File: src/rtl/seg7_mmio_display.sv
// Memory-mapped 4-digit seven-segment display: snoops core stores into DIG0..3/CTRL and scans the digits.
// Optional leading-zero blanking is compiled in with `define SEG7_LZB_EN.
module seg7_mmio_display #(
   parameter int unsigned BASE_ADDR    = 0,
   parameter int unsigned REFRESH_BITS = 18,
   parameter int unsigned ADDR_W       = 32
) (
   input  logic              clk,
   input  logic              reset,
   input  logic              we,
   input  logic [ADDR_W-1:0] addr,
   input  logic [31:0]       wdata,
   output logic              hit,
   output logic [31:0]       rdata,
   output logic [3:0]        an,
   output logic [6:0]        seg,
   output logic              dp
);

   localparam logic [ADDR_W-1:0] BASE     = ADDR_W'(BASE_ADDR);
   localparam logic [ADDR_W-1:0] LAST_OFF = ADDR_W'(4);

   logic [ADDR_W-1:0]       off;
   logic [REFRESH_BITS-1:0] cnt_q, cnt_d;
   logic [1:0]              ptr_q, ptr_d;
   logic [3:0][3:0]         dig_q, dig_d;
   logic [7:0]              ctrl_q, ctrl_d;
   logic [3:0]              an_q, an_d;
   logic [6:0]              seg_q, seg_d;
   logic                    dp_q, dp_d;
   logic                    blank;
   logic                    wdata_unused;

   // Cathode pattern GFEDCBA, active-low.
   function automatic logic [6:0] hex7(input logic [3:0] v);
      case (v)
         4'h0: hex7 = 7'b1000000;
         4'h1: hex7 = 7'b1111001;
         4'h2: hex7 = 7'b0100100;
         4'h3: hex7 = 7'b0110000;
         4'h4: hex7 = 7'b0011001;
         4'h5: hex7 = 7'b0010010;
         4'h6: hex7 = 7'b0000010;
         4'h7: hex7 = 7'b1111000;
         4'h8: hex7 = 7'b0000000;
         4'h9: hex7 = 7'b0010000;
         4'hA: hex7 = 7'b0001000;
         4'hB: hex7 = 7'b0000011;
         4'hC: hex7 = 7'b0100111;
         4'hD: hex7 = 7'b0100001;
         4'hE: hex7 = 7'b0000110;
         default: hex7 = 7'b0001110;
      endcase
   endfunction

   assign wdata_unused = &{1'b0, wdata[31:8]};

   // Window decode and readback; off is only meaningful when hit=1.
   always_comb begin
      off   = addr - BASE;
      hit   = (addr >= BASE) && (off <= LAST_OFF);
      rdata = '0;
      if (hit) begin
         if (off[2]) rdata = {24'b0, ctrl_q};
         else        rdata = {28'b0, dig_q[off[1:0]]};
      end
   end

   always_comb begin
      dig_d  = dig_q;
      ctrl_d = ctrl_q;
      if (we && hit) begin
         if (off[2]) ctrl_d = wdata[7:0] & 8'hF1;
         else        dig_d[off[1:0]] = wdata[3:0];
      end
   end

   always_comb begin
      cnt_d = cnt_q + REFRESH_BITS'(1);
      ptr_d = (&cnt_q) ? ptr_q + 2'd1 : ptr_q;
   end

   // Digit 0 is leftmost, so "digits to the left" of digit k are 0..k-1.
   always_comb begin
      blank = 1'b0;
`ifdef SEG7_LZB_EN
      case (ptr_q)
         2'd0:    blank = (dig_q[0] == 4'h0);
         2'd1:    blank = (dig_q[0] == 4'h0) && (dig_q[1] == 4'h0);
         2'd2:    blank = (dig_q[0] == 4'h0) && (dig_q[1] == 4'h0) && (dig_q[2] == 4'h0);
         default: blank = 1'b0;
      endcase
`endif
      an_d  = 4'b1111;
      seg_d = 7'b1111111;
      dp_d  = 1'b1;
      if (ctrl_q[0]) begin
         an_d  = ~(4'b1000 >> ptr_q);
         seg_d = blank ? 7'b1111111 : hex7(dig_q[ptr_q]);
         dp_d  = ~ctrl_q[{1'b1, ptr_q}];
      end
   end

   always_ff @(posedge clk or posedge reset) begin
      if (reset) begin
         cnt_q  <= '0;
         ptr_q  <= 2'd0;
         dig_q  <= '0;
         ctrl_q <= 8'h01;
         an_q   <= 4'b1111;
         seg_q  <= 7'b1111111;
         dp_q   <= 1'b1;
      end else begin
         cnt_q  <= cnt_d;
         ptr_q  <= ptr_d;
         dig_q  <= dig_d;
         ctrl_q <= ctrl_d;
         an_q   <= an_d;
         seg_q  <= seg_d;
         dp_q   <= dp_d;
      end
   end

   assign an  = an_q;
   assign seg = seg_q;
   assign dp  = dp_q;

endmodule

File: config.mk
export PLATFORM = sky130hd
export DESIGN_NAME = seg7_mmio_display
export DESIGN_NICKNAME = d
export VERILOG_FILES = /design/src/rtl/seg7_mmio_display.sv
export SDC_FILE = /design/constraint.sdc
export NUM_CORES = 1
export LEC_CHECK = 0
export ABC_CLOCK_PERIOD_IN_PS = 2300
export CAP_MARGIN = 20
export CORE_MARGIN = 3
export CORE_UTILIZATION = 45
export CTS_BUF_LIST = sky130_fd_sc_hd__clkbuf_16
export CTS_CLUSTER_SIZE = 8
export DETAILED_ROUTE_END_ITERATION = 8
export MAX_ROUTING_LAYER = met4
export PLACE_DENSITY = 0.81
export SYNTH_ARGS = -nofsm -noshare
export SYNTH_HDL_FRONTEND = slang
export SYNTH_SLANG_ARGS = --single-unit
File: constraint.sdc
create_clock -name clk -period 2.3 [get_ports clk]
set_clock_uncertainty 0.2 [all_clocks]
set_input_delay 0.46 -clock clk [delete_from_list [all_inputs] [get_ports clk]]
set_output_delay 0.46 -clock clk [all_outputs]
set_load 0.05 [all_outputs]
==> metrics.md, run 1 <==
| Metric | Value |
|---|---|
| Total core area | `6390 um^2` |
| Area Overhead vs Synth | `34.5%` |
| Slew of the pin with the lowest slew margin | `roughly 0.53 ns` |
| Number of global-route vias before repair | `2155` |
| Slew HR | `0.645` |
| Fin crit period | `roughly 2.4 ns` |
| GRT Util Overall | `0.189` |
| Final hold violations | `0` |
| TritonCTS clock tree | `built` |
| Die Y | `87.5 um` |
| Die width | `about 88 um` |
| PD cells | `474 nW/um^2` |
| Worst-path clk slew | `roughly 0.07 ns` |
| Outcome | `finished, violations left` |
| Warning count from the yosys run | `0` |
| Layout cells sized above 1 | `0.410` |
| Largest net degree at the start of global routing | `54` |
| EDFF count, synth | `0` |
| Routed via count | `2063` |
| Final nets | `406` |
| Worst r2r dst | `seg[0]` |
| Fmax | `just over 400 MHz` |
| Starting Density | `0.468` |
| Largest area contributor in the netlist | `dfrtp_1` |
| Placer Congestion | `0.752` |
| Fin util | `0.630` |
| CP required | `1.64 ns` |
| Ys async rst share | `1.00` |
| Global-route wire length before repair | `between 10 and 15 mm` |
| # DRC | `0` |
| Peak supply drop | `0.509 mV` |
| Clock Latency Late Sink | `0.29 ns` |
| Total CTS buffers | `5` |
| Via density | `5.08` |
| Post-DP HPWL | `4.86 mm` |
| GRT overflow | `0` |
| Post-synth top cells | `dfrtp_1, buf_4, mux2_2` |
| Worst r2r src | `ptr_q[0]` |
| Hold Path Class | `reg2reg` |
| Final Non-Filler Cells | `~410` |
| RSZ-0062 raised after global routing | `true` |
| Area contributors post-synth | `dfrtp_1, dfstp_2, mux2_2` |
| Register-to-register setup slack | `0.08 ns` |
| Post-Syn Area | `2990 um^2` |
| Post-synth top flop | `dfrtp_1` |
| Failing checks | `negative setup slack` |
| WP data arrival | `~1.8 ns` |
| H-tree depth | `2` |
| Tot Pwr | `1.90 mW` |
| Yosys reg bits | `53` |
| DR iter-0 viols | `64` |
| Share of the synthesized area in the top cell type | `0.335` |
| Crit Path Max Fanout | `5` |
| Synth Instances | `248` |
| Port Buffers | `63` |
| Detailed Route WL | `6.44 mm` |
| Num rows | `29` |
| Syn avg cell area | `between 10 and 15 um^2` |
| # diodes | `0` |
| Post-route ant nets | `0` |
| CTS Root Cell | `clkbuf_16` |
| CP endpoint kind | `primary output` |
| CTS Sinks | `53` |
| Die ar. | `7660 um^2` |
| I/O Pins | `112` |
| Avg WL per Cell | `between 15 and 20 um` |
| Setup crit start kind | `input port` |
| Cells after DPL | `a little under 400` |
| Setup TNS | `-0.640 ns` |
| Synth cell types | `40` |
| WHS Endpoint | `cnt_q[6]` |
| Final Cycle Share | `1.05` |
| Worst R2R Path Depth | `6` |
| Antenna violations before repair | `0` |
| # hold bufs at CTS | `0` |
| P_leak | `1.85 nW` |
| Drt first pass iters | `4` |
| Setup slack after layout | `-0.106 ns` |
| Worst hold path stage count | `1` |
| Count leader, synth | `dfrtp_1` |
| Worst Hold Launch | `cnt_q[6]` |
| Final setup vio count | `9` |
| Fin. max-slew vios | `0` |
| Deepest clock path buffer count | `2` |
| Critical path class | `in2out` |
| Max-cap check violation count | `0` |
| Sequential-to-total area share from yosys stat | `0.449` |
where the power goes:
| part | switching, mW | internal, mW |
|---|---|---|
| clock network | 0.343 | 0.411 |
| logic | 0.151 | 0.0671 |
| registers | 0.00000000267 | 0.933 |
registers in the layout (all words and copies together), names as in the netlist:
name	count
cnt_q	18
dig_q	16
seg	7
ctrl_q	5
an	4
ptr_q	2
dp	1
cell usage in the layout, fill, tap and decap left out, types with 6 or more instances in the layout:
master / netlist / layout
inv_1: 10 / 9
clkdlybuf4s50_1: 0 / 14
ha_1: 11 / 11
nand2_1: 12 / 12
buf_12: 0 / 10
dfrtp_1: 40 / 39
buf_4: 24 / 25
dfstp_2: 13 / 13
mux2_2: 21 / 21
mux4_2: 9 / 9
clkdlybuf4s15_1: 0 / 7
nor2_1: 14 / 11
conb_1: 1 / 24
nor4_4: 0 / 6
buf_2: 1 / 12
nand3_1: 14 / 14
xnor2_1: 12 / 12
buf_6: 2 / 7
layout make-up:
cell class                      count  area [um^2]
Timing Repair Buffer               82          798
Inverter                           10         37.5
Clock inverter                      3         25.0
Multi-Input combinational cell    176         1600
Clock buffer                        5          125
Sequential cell                    53         1340
Tap cell                           77         96.3
Fill cell                         504         2360
cells by family (layout without fill, tap and decap cells):
group           after synthesis  count (layout)  synth area share
buf+inv                      42             100            0.0882
fa+ha+maj                    11              11            0.0460
flops                        53              53             0.449
mux                          33              33             0.157
simple gates                 78              78             0.180
compound gates               13              13            0.0289
xor+xnor                     17              17            0.0498
other cells                   1              24           0.00125
timing repair:
item	4_1_cts	5_1_grt
setup endpoints to repair	24	14
gates resized for setup	108	4
buffers inserted	3	2
pin swaps	12	2
worst max-delay path by stage:
| stage | start | to | slack, ns |
|---|---|---|---|
| after floorplan | addr[7] | rdata[1] | -0.25 |
| after global placement | addr[15] | rdata[7] | -0.48 |
| after detailed placement | addr[7] | rdata[7] | -0.53 |
| after CTS | addr[13] | rdata[1] | -0.11 |
| after global routing | addr[17] | rdata[1] | -0.18 |
| final | addr[17] | rdata[1] | -0.11 |
critical path, cell delays in order:
cell	delay, ns
buf_6	0.10
nor4_4	0.32
nand4_4	0.14
or2_4	0.33
nor3b_4	0.24
buf_12	0.17
stage by stage:
step	instance area, um^2	setup WS, ns	hold WS (ns)
3_3_place_gp	3870	-0.484	0.255
2_1_floorplan	3180	-0.247	0.238
6_report	4020	-0.106	0.278
3_5_place_dp	3870	-0.532	0.259
5_1_grt	4020	-0.179	0.298
4_1_cts	4010	-0.112	0.276
layer usage:
| metal | track usage | vias up | part of all wire |
|---|---|---|---|
| met5 | - | - | 0 |
| met4 | 0.0530 | 0 | 0.012 |
| met3 | 0.0329 | 10 | 0.039 |
| met2 | 0.323 | 53 | 0.53 |
| met1 | 0.230 | 1011 | 0.42 |
| li1 | - | 989 | - |
Power figures use the tool's default switching activity.
==> run 2: changes to the inputs <==
--- a/config.mk
+++ b/config.mk
@@ -7,13 +7,15 @@
 export LEC_CHECK = 0
 export ABC_CLOCK_PERIOD_IN_PS = 2300
 export CAP_MARGIN = 20
+export CORE_ASPECT_RATIO = 0.5
 export CORE_MARGIN = 3
-export CORE_UTILIZATION = 45
+export CORE_UTILIZATION = 63
 export CTS_BUF_LIST = sky130_fd_sc_hd__clkbuf_16
 export CTS_CLUSTER_SIZE = 8
 export DETAILED_ROUTE_END_ITERATION = 8
+export DONT_BUFFER_PORTS = 1
 export MAX_ROUTING_LAYER = met4
-export PLACE_DENSITY = 0.81
+export PLACE_DENSITY = 0.79
 export SYNTH_ARGS = -nofsm -noshare
 export SYNTH_HDL_FRONTEND = slang
 export SYNTH_SLANG_ARGS = --single-unit
==> run 2 against run 1 <==
The flow still finishes with violations (negative setup slack). Via count shrank 7.2%. Clock power is essentially flat. Combinational power shrank 41%. Critical path depth shrank 1. Non-clock buffer count shrank 63. Total power shrank 4.9%. Die area shrank 26%. Core utilization grew 14 points. Sequential share of layout area grew 5.4 points. Sequential power is essentially flat. Critical path type unchanged. Largest cell class unchanged. Highest routed layer unchanged.
==> metrics.md, run 2 (same netlist as run 1, synthesis figures left out) <==
| Metric | Value |
|---|---|
| Antenna violations before repair | `0 (unchanged)` |
| TritonCTS clock tree | `built` |
| Fin Hold WS | `0.103 ns (-0.175 ns)` |
| Fin. max-slew vios | `0 (unchanged)` |
| I/O Pins | `112 (unchanged)` |
| Routed via count | `1915 (-7.2%)` |
| Fillers | `277 (-45%)` |
| Number of global-route vias before repair | `1950 (-9.5%)` |
| Max reg flops | `18 (unchanged)` |
| CTS Sinks | `53 (unchanged)` |
| Area Overhead vs Synth | `15.8%` |
| Drt first pass iters | `4 (unchanged)` |
| GRT Util Overall | `0.239 (+0.0500)` |
| Die ar. | `5660 um^2 (-26%)` |
| Placer Congestion | `0.820 (+9.0%)` |
| Largest reg by FF count | `cnt_q` |
| Die width | `103 um (+18%)` |
| Layout cells sized above 1 | `0.357 (-0.0532)` |
| Max-cap check violation count | `0 (unchanged)` |
| Crit Path Max Fanout | `5 (unchanged)` |
| Peak supply drop | `0.384 mV (-25%)` |
| Num rows | `17 (-41%)` |
| Slew HR | `0.643 (-0.00237)` |
| CP endpoint kind | `primary output` |
| # diodes | `0 (unchanged)` |
| Hold Path Class | `in2reg` |
| P_leak | `1.55 nW (-16%)` |
| Final Cycle Share | `1.00 (-0.0457)` |
| Tot Pwr | `1.81 mW (-4.9%)` |
| Avg WL per Cell | `18.2 um (+15%)` |
| Post-route ant nets | `0 (unchanged)` |
| Post-DP HPWL | `4.70 mm (-3.2%)` |
| Port Buffers | `0 (-100%)` |
| CTS Root Cell | `clkbuf_16` |
| Failing checks | `negative setup slack` |
| Setup slack after layout | `-0.000593 ns (+0.105 ns)` |
| DR iter-0 viols | `59 (-7.8%)` |
| RSZ-0062 raised after global routing | `true` |
| # DRC | `0 (unchanged)` |
| Deepest clock path buffer count | `2 (unchanged)` |
| CP required | `1.64 ns (about the same)` |
| Commonest cells after routing, fill and taps aside | `dfrtp_1, conb_1, mux2_2` |
| Die Y | `54.7 um (-37%)` |
| H-tree depth | `2 (unchanged)` |
| Global-route wire length before repair | `9.49 mm (-12%)` |
| Final nets | `343 (-16%)` |
| Detailed Route WL | `6.05 mm (-6.0%)` |
| Final hold violations | `0 (unchanged)` |
| Fin crit period | `2.30 ns (-0.105 ns)` |
| PD cells | `523 nW/um^2 (+10%)` |
| Clock Latency Late Sink | `0.29 ns (about the same)` |
| Worst-path clk slew | `0.06 ns (about the same)` |
| Fmax | `435 MHz (+4.6%)` |
| Largest net degree at the start of global routing | `30 (-44%)` |
| Critical path class | `in2out` |
| Fin area | `3460 um^2 (-14%)` |
| Slew of the pin with the lowest slew margin | `0.535 ns (+0.00685 ns)` |
| GRT overflow | `0 (unchanged)` |
| Setup TNS | `-0.000593 ns (+0.640 ns)` |
| Total CTS buffers | `5 (unchanged)` |
| Setup crit start kind | `input port` |
| Post-DP Area | `3300 um^2 (-15%)` |
| Total core area | `4490 um^2 (-30%)` |
| Starting Density | `0.667 (+0.198)` |
| Via density | `5.77 (+14%)` |
| Outcome | `finished, violations left` |
| Most common cell after layout, fill and taps aside | `dfrtp_1` |
| Final setup vio count | `1 (-8)` |
| WP data arrival | `1.64 ns (-0.11 ns)` |
[run 2: cell count changes in the layout (fill, tap and decap cells not counted), moves of 3 or more]
cell,before,now
buf_6,7,0
buf_2,12,0
clkdlybuf4s15_1,7,0
clkdlybuf4s50_1,14,0
and4_2,0,4
nor2_1,11,14
buf_4,25,8
and4_4,4,0
dlygate4sd2_1,5,0
[run 2: layout make-up]
cell class / instances / area, um^2 / share of cell area
multi-input combinational: 176 / 1580 / 0.456
sequential: 53 / 1340 / 0.388
timing repair buffer: 19 / 270 / 0.0780
clock buffer: 5 / 125 / 0.0361
tap: 66 / 82.6 / 0.0238
inverter: 10 / 37.5 / 0.0108
clock inverter: 3 / 26.3 / 0.00758
[run 2: final timing paths]
| check | from | endpoint | slack (ns) | cells past startpoint |
|---|---|---|---|---|
| min in group asynchronous | reset | cnt_q[9] | 0.46 | 2 |
| max in group asynchronous | reset | dp | 0.82 | 3 |
| hold reg to reg | cnt_q[17] | cnt_q[17] | 0.27 | 1 |
| setup / recovery | addr[7] | rdata[1] | -0.0006 | 5 |
| setup reg to reg | ptr_q[0] | seg[0] | 0.10 | 7 |
| hold / removal | wdata[0] | dig_q[12] | 0.10 | 1 |
[run 2: critical path, cell delays in order]
cell     delay, ns
nor4_4        0.30
nand4_4       0.15
or2_4         0.33
nor3b_4       0.22
buf_12        0.16
[run 2: timing repair]
item | in CTS | in global routing
hold buffers | 1 | 0
gates resized for setup | 1 | 1
pin swaps | 2 | 1
buffers inserted | 0 | 0
setup endpoints to repair | 4 | 5
endpoints found under the hold margin | 13 | 0
[run 2: per-stage QoR]
stage               utilization  cells  setup slack, ns
floorplan                     -    271           -0.247
global placement          0.735    323          -0.0164
detailed placement        0.735    323          -0.0263
CTS                       0.772    332          -0.0122
global route              0.772    332          -0.0460
finish                    0.772    332        -0.000593
[run 2: power by group]
group / switching [mW] / internal [mW] / total [mW]
combinational: 0.112 / 0.0169 / 0.129
sequential: 0.00000000755 / 0.933 / 0.933
clock: 0.340 / 0.411 / 0.751
total: 0.452 / 1.36 / 1.81
[run 2: per-layer routing]
layer | wire length [um] | up-vias | GRT usage
li1 | - | 861 | -
met1 | 2370 | 964 | 0.278
met2 | 3150 | 78 | 0.416
met3 | 446 | 12 | 0.0636
met4 | 81 | 0 | 0.0731
met5 | 0 | - | -
